## config.mk

```make
export PLATFORM = sky130hd
export DESIGN_NAME = kgp_multicycle_ctrl
export DESIGN_NICKNAME = d
export VERILOG_FILES = /design/src/rtl/kgp_multicycle_ctrl.sv
export SDC_FILE = /design/constraint.sdc
export NUM_CORES = 1
export LEC_CHECK = 0
export ABC_AREA = 1
export BUFFER_PORTS_ARGS = -buffer_cell sky130_fd_sc_hd__buf_2
export CAP_MARGIN = 40
export CORE_ASPECT_RATIO = 0.8
export CORE_MARGIN = 4
export CORE_UTILIZATION = 41
export CTS_CLUSTER_DIAMETER = 100
export DETAILED_ROUTE_END_ITERATION = 8
export PLACE_DENSITY_LB_ADDON = 0.3
export SYNTH_ARGS = -nofsm -noshare
export SYNTH_HDL_FRONTEND = slang
export SYNTH_SLANG_ARGS = --single-unit
```

## constraint.sdc

```tcl
create_clock -name clk -period 2 [get_ports clk]
set_clock_uncertainty 0.1 [all_clocks]
set_input_delay 0.1 -clock clk [delete_from_list [all_inputs] [get_ports clk]]
set_output_delay 0.1 -clock clk [all_outputs]
set_load 0.05 [all_outputs]
```

## src/rtl/kgp_multicycle_ctrl.sv

```systemverilog
// Multi-cycle control sequencer for the KGP-RISC datapath: fetch, decode, ALU, memory, writeback.
// Optional handshake watchdog enabled by defining CTRL_TIMEOUT_EN.
module kgp_multicycle_ctrl #(
`ifdef CTRL_TIMEOUT_EN
  parameter int TIMEOUT_CYCLES = 255,
`endif
  parameter int CNT_WIDTH = 32
) (
  input  logic                 clk,
  input  logic                 rst,
  input  logic [2:0]           opcode,
  input  logic [3:0]           fcode,
  input  logic                 cond_true,
  input  logic                 imem_ack,
  input  logic                 alu_done,
  input  logic                 dmem_ack,
  output logic                 imem_req,
  output logic                 ir_load,
  output logic                 pc_write,
  output logic [1:0]           pc_src,
  output logic                 alu_start,
  output logic                 dmem_req,
  output logic                 dmem_we,
  output logic                 reg_write,
  output logic                 mem_to_reg,
  output logic                 flag_write,
  output logic                 halted,
  output logic                 illegal,
  output logic                 timeout,
  output logic [2:0]           state,
  output logic [CNT_WIDTH-1:0] retired_count
);

  // Handshake rule: a req is held high until its ack is sampled high at a
  // rising edge, then drops on that edge; an ack seen while req is low is ignored.
  typedef enum logic [2:0] {
    S_IDLE   = 3'd0,
    S_FETCH  = 3'd1,
    S_DECODE = 3'd2,
    S_EXEC   = 3'd3,
    S_MEM    = 3'd4,
    S_WB     = 3'd5,
    S_HALT   = 3'd6
  } state_t;

  state_t     state_q, state_n;
  logic       imem_req_n, ir_load_n, pc_write_n, alu_start_n, dmem_req_n, dmem_we_n;
  logic       reg_write_n, mem_to_reg_n, flag_write_n, halted_n, illegal_n;
  logic [1:0] pc_src_n;
  logic       legal, retire;

  always_comb begin
    legal = 1'b0;
    case (opcode)
      3'b000:         legal = (fcode <= 4'd11);
      3'b001, 3'b010: legal = (fcode <= 4'd1);
      3'b011:         legal = (fcode <= 4'd10);
      default:        legal = 1'b0;
    endcase
  end

`ifdef CTRL_TIMEOUT_EN
  localparam int TW = $clog2(TIMEOUT_CYCLES + 1);
  localparam logic [TW-1:0] WAIT_LAST = TW'(TIMEOUT_CYCLES - 1);
  logic [TW-1:0] wait_cnt, wait_cnt_n;
  logic          timeout_n, waiting, expired;
`endif

  always_comb begin
    state_n      = state_q;
    imem_req_n   = 1'b0;
    ir_load_n    = 1'b0;
    pc_write_n   = 1'b0;
    pc_src_n     = 2'b00;
    alu_start_n  = 1'b0;
    dmem_req_n   = 1'b0;
    dmem_we_n    = 1'b0;
    reg_write_n  = 1'b0;
    mem_to_reg_n = 1'b0;
    flag_write_n = 1'b0;
    halted_n     = halted;
    illegal_n    = illegal;
    retire       = 1'b0;
    case (state_q)
      S_IDLE: begin
        state_n    = S_FETCH;
        imem_req_n = 1'b1;
      end
      S_FETCH: begin
        if (imem_ack) begin
          state_n    = S_DECODE;
          ir_load_n  = 1'b1;
          pc_write_n = 1'b1;
        end else begin
          imem_req_n = 1'b1;
        end
      end
      S_DECODE: begin
        if (opcode == 3'b100) begin
          state_n  = S_HALT;
          halted_n = 1'b1;
        end else if (!legal) begin
          state_n   = S_HALT;
          halted_n  = 1'b1;
          illegal_n = 1'b1;
        end else begin
          state_n     = S_EXEC;
          alu_start_n = 1'b1;
        end
      end
      S_EXEC: begin
        if (alu_done) begin
          case (opcode)
            3'b000, 3'b001: begin
              state_n      = S_WB;
              reg_write_n  = 1'b1;
              flag_write_n = 1'b1;
            end
            3'b010: begin
              state_n    = S_MEM;
              dmem_req_n = 1'b1;
              dmem_we_n  = (fcode == 4'd1);
            end
            default: begin
              state_n    = S_FETCH;
              imem_req_n = 1'b1;
              retire     = 1'b1;
              // fcode 0 is jr; the other branch forms follow the flag condition
              if (fcode == 4'd0) begin
                pc_write_n = 1'b1;
                pc_src_n   = 2'b10;
              end else if (cond_true) begin
                pc_write_n = 1'b1;
                pc_src_n   = 2'b01;
              end
            end
          endcase
        end
      end
      S_MEM: begin
        if (dmem_ack) begin
          if (fcode == 4'd1) begin
            state_n    = S_FETCH;
            imem_req_n = 1'b1;
            retire     = 1'b1;
          end else begin
            state_n      = S_WB;
            reg_write_n  = 1'b1;
            mem_to_reg_n = 1'b1;
          end
        end else begin
          dmem_req_n = 1'b1;
          dmem_we_n  = (fcode == 4'd1);
        end
      end
      S_WB: begin
        state_n    = S_FETCH;
        imem_req_n = 1'b1;
        retire     = 1'b1;
      end
      S_HALT:  state_n = S_HALT;
      default: state_n = S_IDLE;
    endcase

`ifdef CTRL_TIMEOUT_EN
    timeout_n = timeout;
    waiting   = (state_q == S_FETCH && !imem_ack) ||
                (state_q == S_EXEC  && !alu_done) ||
                (state_q == S_MEM   && !dmem_ack);
    expired   = waiting && (wait_cnt == WAIT_LAST);
    if (expired) begin
      state_n    = S_HALT;
      imem_req_n = 1'b0;
      dmem_req_n = 1'b0;
      dmem_we_n  = 1'b0;
      halted_n   = 1'b1;
      timeout_n  = 1'b1;
    end
    // Counter restarts whenever the state changes, so each wait is timed on its own
    if (state_n != state_q) begin
      wait_cnt_n = '0;
    end else if (waiting) begin
      wait_cnt_n = wait_cnt + 1'b1;
    end else begin
      wait_cnt_n = wait_cnt;
    end
`endif
  end

  always_ff @(posedge clk or negedge rst) begin
    if (!rst) begin
      state_q       <= S_IDLE;
      imem_req      <= 1'b0;
      ir_load       <= 1'b0;
      pc_write      <= 1'b0;
      pc_src        <= 2'b00;
      alu_start     <= 1'b0;
      dmem_req      <= 1'b0;
      dmem_we       <= 1'b0;
      reg_write     <= 1'b0;
      mem_to_reg    <= 1'b0;
      flag_write    <= 1'b0;
      halted        <= 1'b0;
      illegal       <= 1'b0;
      retired_count <= '0;
    end else begin
      state_q       <= state_n;
      imem_req      <= imem_req_n;
      ir_load       <= ir_load_n;
      pc_write      <= pc_write_n;
      pc_src        <= pc_src_n;
      alu_start     <= alu_start_n;
      dmem_req      <= dmem_req_n;
      dmem_we       <= dmem_we_n;
      reg_write     <= reg_write_n;
      mem_to_reg    <= mem_to_reg_n;
      flag_write    <= flag_write_n;
      halted        <= halted_n;
      illegal       <= illegal_n;
      if (retire) retired_count <= retired_count + CNT_WIDTH'(1);
    end
  end

`ifdef CTRL_TIMEOUT_EN
  always_ff @(posedge clk or negedge rst) begin
    if (!rst) begin
      wait_cnt <= '0;
      timeout  <= 1'b0;
    end else begin
      wait_cnt <= wait_cnt_n;
      timeout  <= timeout_n;
    end
  end
`else
  assign timeout = 1'b0;
`endif

  assign state = state_q;

endmodule

```

### Yosys cells after proc, flatten, opt, wreduce, memory -nomap -nowiden

Cells that the tools add are included.

* muxes and demuxes: 48
* reductions and logical operators: 10
* bitwise logic cells: 2
* add/sub/neg operators: 1
* magnitude comparators: 3
* equal/unequal tests: 15

Operators by type and width (count)
* adder 32 x 1 -> 32 bit (second input constant): 1
* 2-to-1 mux 1 bit: 29
* 2-to-1 mux 3 bit: 6
* one-hot mux 3 bit (6 select lines): 1
* equality test 3 x 2 -> 1 bit (second input constant): 4
* equality test 3 bit (second input constant): 4
* less-or-equal comparator 4 bit (second input constant): 2
* 2-to-1 mux 2 bit: 4
* one-hot mux 1 bit (2 select lines): 4
* equality test 3 x 1 -> 1 bit (second input constant): 2
* zero test 3 bit: 2
* inequality test 2 bit (second input constant): 3
* one-hot mux 1 bit (3 select lines): 2
* one-hot mux 3 bit (2 select lines): 1
* AND reduction 3 bit: 2
* OR reduction 2 bit: 3
* equality test 4 x 1 -> 1 bit (second input constant): 1
* less-or-equal comparator 4 x 1 -> 1 bit (second input constant): 1
* zero test 4 bit: 1
* one-hot mux 1 bit (4 select lines): 1
* OR reduction 3 bit: 1
* inequality test 2 x 1 -> 1 bit (second input constant): 1
* inverter 1 bit: 2
* AND reduction 2 bit: 1

* word-level logic and storage cells: 93
* output and inout bits: 49
* register bits: 48
* input port bits: 13

### Depth between registers and ports, before layout

* depth after elaboration: 6
* mapped depth: 10
* depth with buffers taken out: 10

### Worst setup path before layout

Ideal clock, no wire load.

* path kind: register to register
* start point: register retired_count[0]
* end point: register retired_count[22]
* setup slack: 46 ps
* data required time: 1780 ps
* setup time: 120 ps
* clock period less this slack: 1954 ps
* arrival time: 1734 ps
* cell stages (with the launch flop): 9
* path buffers: 0
* cells stage by stage: dfrtp_1 ha_1 nand3_1 nor2_1 nand3_1 nor2_1 nand3_1 nand2_1 nand2_1

* word-level cells in the longest chain between the ends: 1

RTL lines
* start, declared: line 31 `output logic [CNT_WIDTH-1:0] retired_count`
* start signal, assigned: line 220 `if (retire) retired_count <= retired_count + CNT_WIDTH'(1);`
* adder 32 x 1 -> 32 bit: line 220

No other way between the ends.
A chain may end at the register's enable or synchronous reset.

### Worst setup path after layout

* start point: register state_q[2], in the netlist state[2]
* end point: register pc_src[1]

* word-level cells in the longest chain between the ends: 2

RTL lines
* start, declared: line 46 `state_t state_q, state_n;`
* start signal, assigned: line 207 `state_q <= state_n;`
* equality test 3 x 2 -> 1 bit: line 84 `case (state_q)`
* 2-to-1 mux 2 bit: line 84
* via pc_src_n[1]: line 49 `logic [1:0] pc_src_n;`
* end signal, assigned: line 211 `pc_src <= pc_src_n;`
* end, declared: line 20 `output logic [1:0] pc_src,`

The timed path passes the listed nets, and every way through them passes these cells.

==> results.md <==
- The number of vias after detailed routing is 2759.
- The area of the die is ~8300 um2.
- The critical hold path startpoint is opcode[2].
- The destination of the worst hold path is alu_start$_DFF_PN0_.
- The later-pin clock latency in the skew report is 300 ps.
- Setup repair after global routing left no endpoint under its margin.
- The final-layout fill cell count is 643.
- Along the worst hold path, the cell count comes to 4.
- The clock tree from TritonCTS is yes.
- The maximum resistive drop on vdd is a little over 0.7 mV.
- The tool flagged a number of max-cap violations equal to 0.
- The dominant register cell in the synthesized netlist is sky130_fd_sc_hd__dfrtp_1.
- The floorplan step set the die height to between 80 and 90 um.
- The endpoint required time on the critical path is 2140 ps.
- In this run the number of H-tree levels came out at 2.
- The fraction of layout instances using a drive strength above 1 is 0.1757.
- The final setup violation count is 0.
- The count of buffers added on input and output ports is 60.
- The global-route total usage across every layer is 0.1902.
- Detailed placement ended at an HPWL of between 5000 and 6000 um.
- After detailed routing, the number of remaining DRC violations is 0.
- The standard-cell row count is 26.
- The reg-to-reg startpoint is state[2]$_DFFE_PN0P_.
- The post-route antenna net violation count is 0.
- The flip-flop count of the largest register, all copies and words added is 32.
- CTS saw 48 sinks.
- The number of storage elements in the synthesis netlist is 48.
- For this run, the register share of the synthesized area comes to 0.4231.
- The slew at the pin closest to its max-slew limit is around 500 ps.
- The post-synthesis cell type count is 31.
- The warning count from the yosys run is 0.
- The startpoint type of the worst setup path is a register.
- The count of TritonRoute iterations in the first routing pass is 5.
- The time the final worst path needs with I/O delays and setup is roughly 1900 ps.
- The register bank with the most flops is retired_count.
- The total design power is ~3.2 mW.
- The count of inserted antenna diode cells is 0.
- In the finished design, the share of the clock period the worst path needs comes to 0.9288.
- The worst slack at placement is 238.5 ps.
- The post-layout utilization of the core is 0.5201.
- The endpoint identified for the worst register-to-register timing path is pc_src[1]$_DFF_PN0_.
- The number of global-route vias before repair came to between 2000 and 3000.
- Walking the worst path, the cells encountered are inv_1, nand2_2, nor2_4, nand3_4, nor4_1, dlygate4sd3_1.
- The average via count per standard cell is approximately 5.
- The longest individual stage delay on the worst path is 580 ps.
- The setup slack of the critical path after layout is roughly 140 ps.
- The fraction of registers with async set/reset is 1.000.
- The synthesis-to-finish area growth is 19.79%.
- For this configuration, the core starts out at a cell density of 0.4342.
- The path type of the worst min-delay path is primary input to register.
- The number of antenna violations at the first check in global routing is 0.
- The layout net count is approximately 500.
- The floorplan step defined a core boundary enclosing 6539 um2.
- The cell at the root of the clock tree is sky130_fd_sc_hd__clkbuf_8.
- The area of the mapped netlist is 2839 um2.
- The routed wire length per instance is approximately 13 um.
- The worst reg-to-reg setup slack is 140 ps.
- The number of buffers created by CTS is 5.
- The total nets after synthesis is approximately 420.
- In this run the deepest clock path goes through 2 buffers.
- The number of enable-type register cells in the synthesized netlist is 0.
- Synthesis handed over a netlist of a little over 400 instances.
- Of all nets on the critical path, the largest fanout is 5.
- The hold violation count in the final report is 0.
- Entering global routing, the biggest net connects 29 pins.
- The number of buffers inserted to repair setup after CTS is 0.
- Routability-driven placement finished with a final weighted congestion of 0.9116.
- The leakage power total is 1.752 nW.
- The final number of max-transition violations came to 0.
- During I/O placement, the number of pins put on the boundary was 62.
- Headroom to the max-slew limit came out at 0.6643.
- After the first detailed-routing iteration, the DRC count stood at around 210.
- The first-pass GRT wire length is 12470 um.
- The final hold slack is around 26 ps.
- The endpoint kind of the worst setup timing path is a register.
- The flow ran to the end, and the final reports show no timing, DRC or antenna violations.
- The slowest stage of the critical path belongs to the cell sky130_fd_sc_hd__dlygate4sd3_1.
- The critical path class is register to register.
- The average size of a mapped cell is around 7 um2.
- The data arrival time of the worst path is roughly 2000 ps.
- Summed over all layers, the routed wires come to roughly 7000 um.
- The upper clock frequency limit is roughly 540 MHz.
- The total negative slack for setup checks is 0 ps.
- Measured in cells, the most critical reg-to-reg path has a length of 6.
- The power density over the cells is roughly 950 nW/um2.
- Clock-pin slew was measured on the worst setup and hold paths at about 90 ps.
- The aggregate global routing overflow is 0.
- The die span in x is 101.0 um.
stage by stage:
step / cells / cell area (um2)
final: 562 / 3401
after global routing: 562 / 3401
after CTS: 562 / 3388
after detailed placement: 549 / 3227
after global placement: 549 / 3227
after floorplan: 407 / 2839
Yosys cell counts (3+ instances only):
cell type,count,area share
sky130_fd_sc_hd__a21oi_1,4,0.0071
sky130_fd_sc_hd__o21ai_0,7,0.012
sky130_fd_sc_hd__nor2_1,63,0.083
sky130_fd_sc_hd__xor2_1,10,0.031
sky130_fd_sc_hd__nand3_1,11,0.019
sky130_fd_sc_hd__buf_6,4,0.016
sky130_fd_sc_hd__nand4_1,3,0.0066
sky130_fd_sc_hd__nor3_1,5,0.0088
sky130_fd_sc_hd__inv_1,30,0.040
sky130_fd_sc_hd__nand2_1,179,0.24
sky130_fd_sc_hd__dfrtp_1,48,0.42
sky130_fd_sc_hd__nand3b_1,17,0.045
worst max-delay path by stage:
stage                                             from                             to  cells after the start
final                             state[2]$_DFFE_PN0P_            pc_src[1]$_DFF_PN0_                      6
after global routing      retired_count[0]$_DFFE_PN0P_  retired_count[21]$_DFFE_PN0P_                      7
after CTS                         state[2]$_DFFE_PN0P_            pc_src[1]$_DFF_PN0_                      6
after detailed placement          state[2]$_DFFE_PN0P_   retired_count[2]$_DFFE_PN0P_                      8
after global placement            state[2]$_DFFE_PN0P_   retired_count[2]$_DFFE_PN0P_                      8
after floorplan           retired_count[0]$_DFFE_PN0P_  retired_count[22]$_DFFE_PN0P_                      8
per-layer routing:
metal  track usage  up-vias  routed length, um
met3       0.04198        8                398
met2        0.2865       76               3067
li1              -     1405                  -
met5             0        -                  0
met1        0.2807     1270               3677
met4       0.04117        0                 72
worst max-delay path, delay by kind of cell (launching register included):
family | cells | cell delay [ps]
DFF | 1 | 410
and+or+nand+nor | 4 | 580
buffers and inverters | 2 | 720
repair_timing:
| action | in CTS | in global routing |
|---|---|---|
| setup endpoints to repair | 0 | 3 |
| gates resized for setup | 0 | 3 |
| hold endpoints to repair | 24 | 0 |
| hold buffers | 5 | 0 |
layout make-up:
| class | instances | area, um2 | share of cell area |
|---|---|---|---|
| multi-input cells | 320 | 1464 | 0.4305 |
| flip-flops and latches | 48 | 1201 | 0.3532 |
| repair buffers | 69 | 392.9 | 0.1155 |
| inverters | 33 | 126.4 | 0.03716 |
| well taps | 84 | 105.1 | 0.03091 |
| clock buffers | 5 | 68.82 | 0.02024 |
| clock inverters | 3 | 42.54 | 0.01251 |
layout by cell type, fill, tap and decap left out, types with 5 or more instances in the layout:
cell                            synthesis  routed
sky130_fd_sc_hd__xor2_1                10      10
sky130_fd_sc_hd__nand3b_1              17      17
sky130_fd_sc_hd__nor2_1                63      62
sky130_fd_sc_hd__clkbuf_8               0       5
sky130_fd_sc_hd__inv_1                 30      30
sky130_fd_sc_hd__nand2_1              179     179
sky130_fd_sc_hd__dlygate4sd3_1          0       5
sky130_fd_sc_hd__o21ai_0                7       7
sky130_fd_sc_hd__buf_2                  0      60
sky130_fd_sc_hd__nand3_1               11      10
sky130_fd_sc_hd__dfrtp_1               48      48
logic make-up (layout without fill, tap and decap cells):
group / Yosys count / count (layout) / synth area share
compound gates: 19 / 19 / 0.03746
buf+inv: 39 / 110 / 0.06567
simple gates: 287 / 287 / 0.4310
xor+xnor: 12 / 12 / 0.03702
flops: 48 / 48 / 0.4231
fa+ha+maj: 1 / 1 / 0.004407
other cells: 1 / 1 / 0.001321
where the power goes:
part	switching, mW	leakage [nW]	internal [mW]	total [mW]
Combinational	0.998	1.05	0.317	1.31
Clock	0.322	0.0541	0.370	0.692
Sequential	0.133	0.645	1.10	1.23
Total	1.45	1.75	1.79	3.24
(Power assumes the default switching activity.)
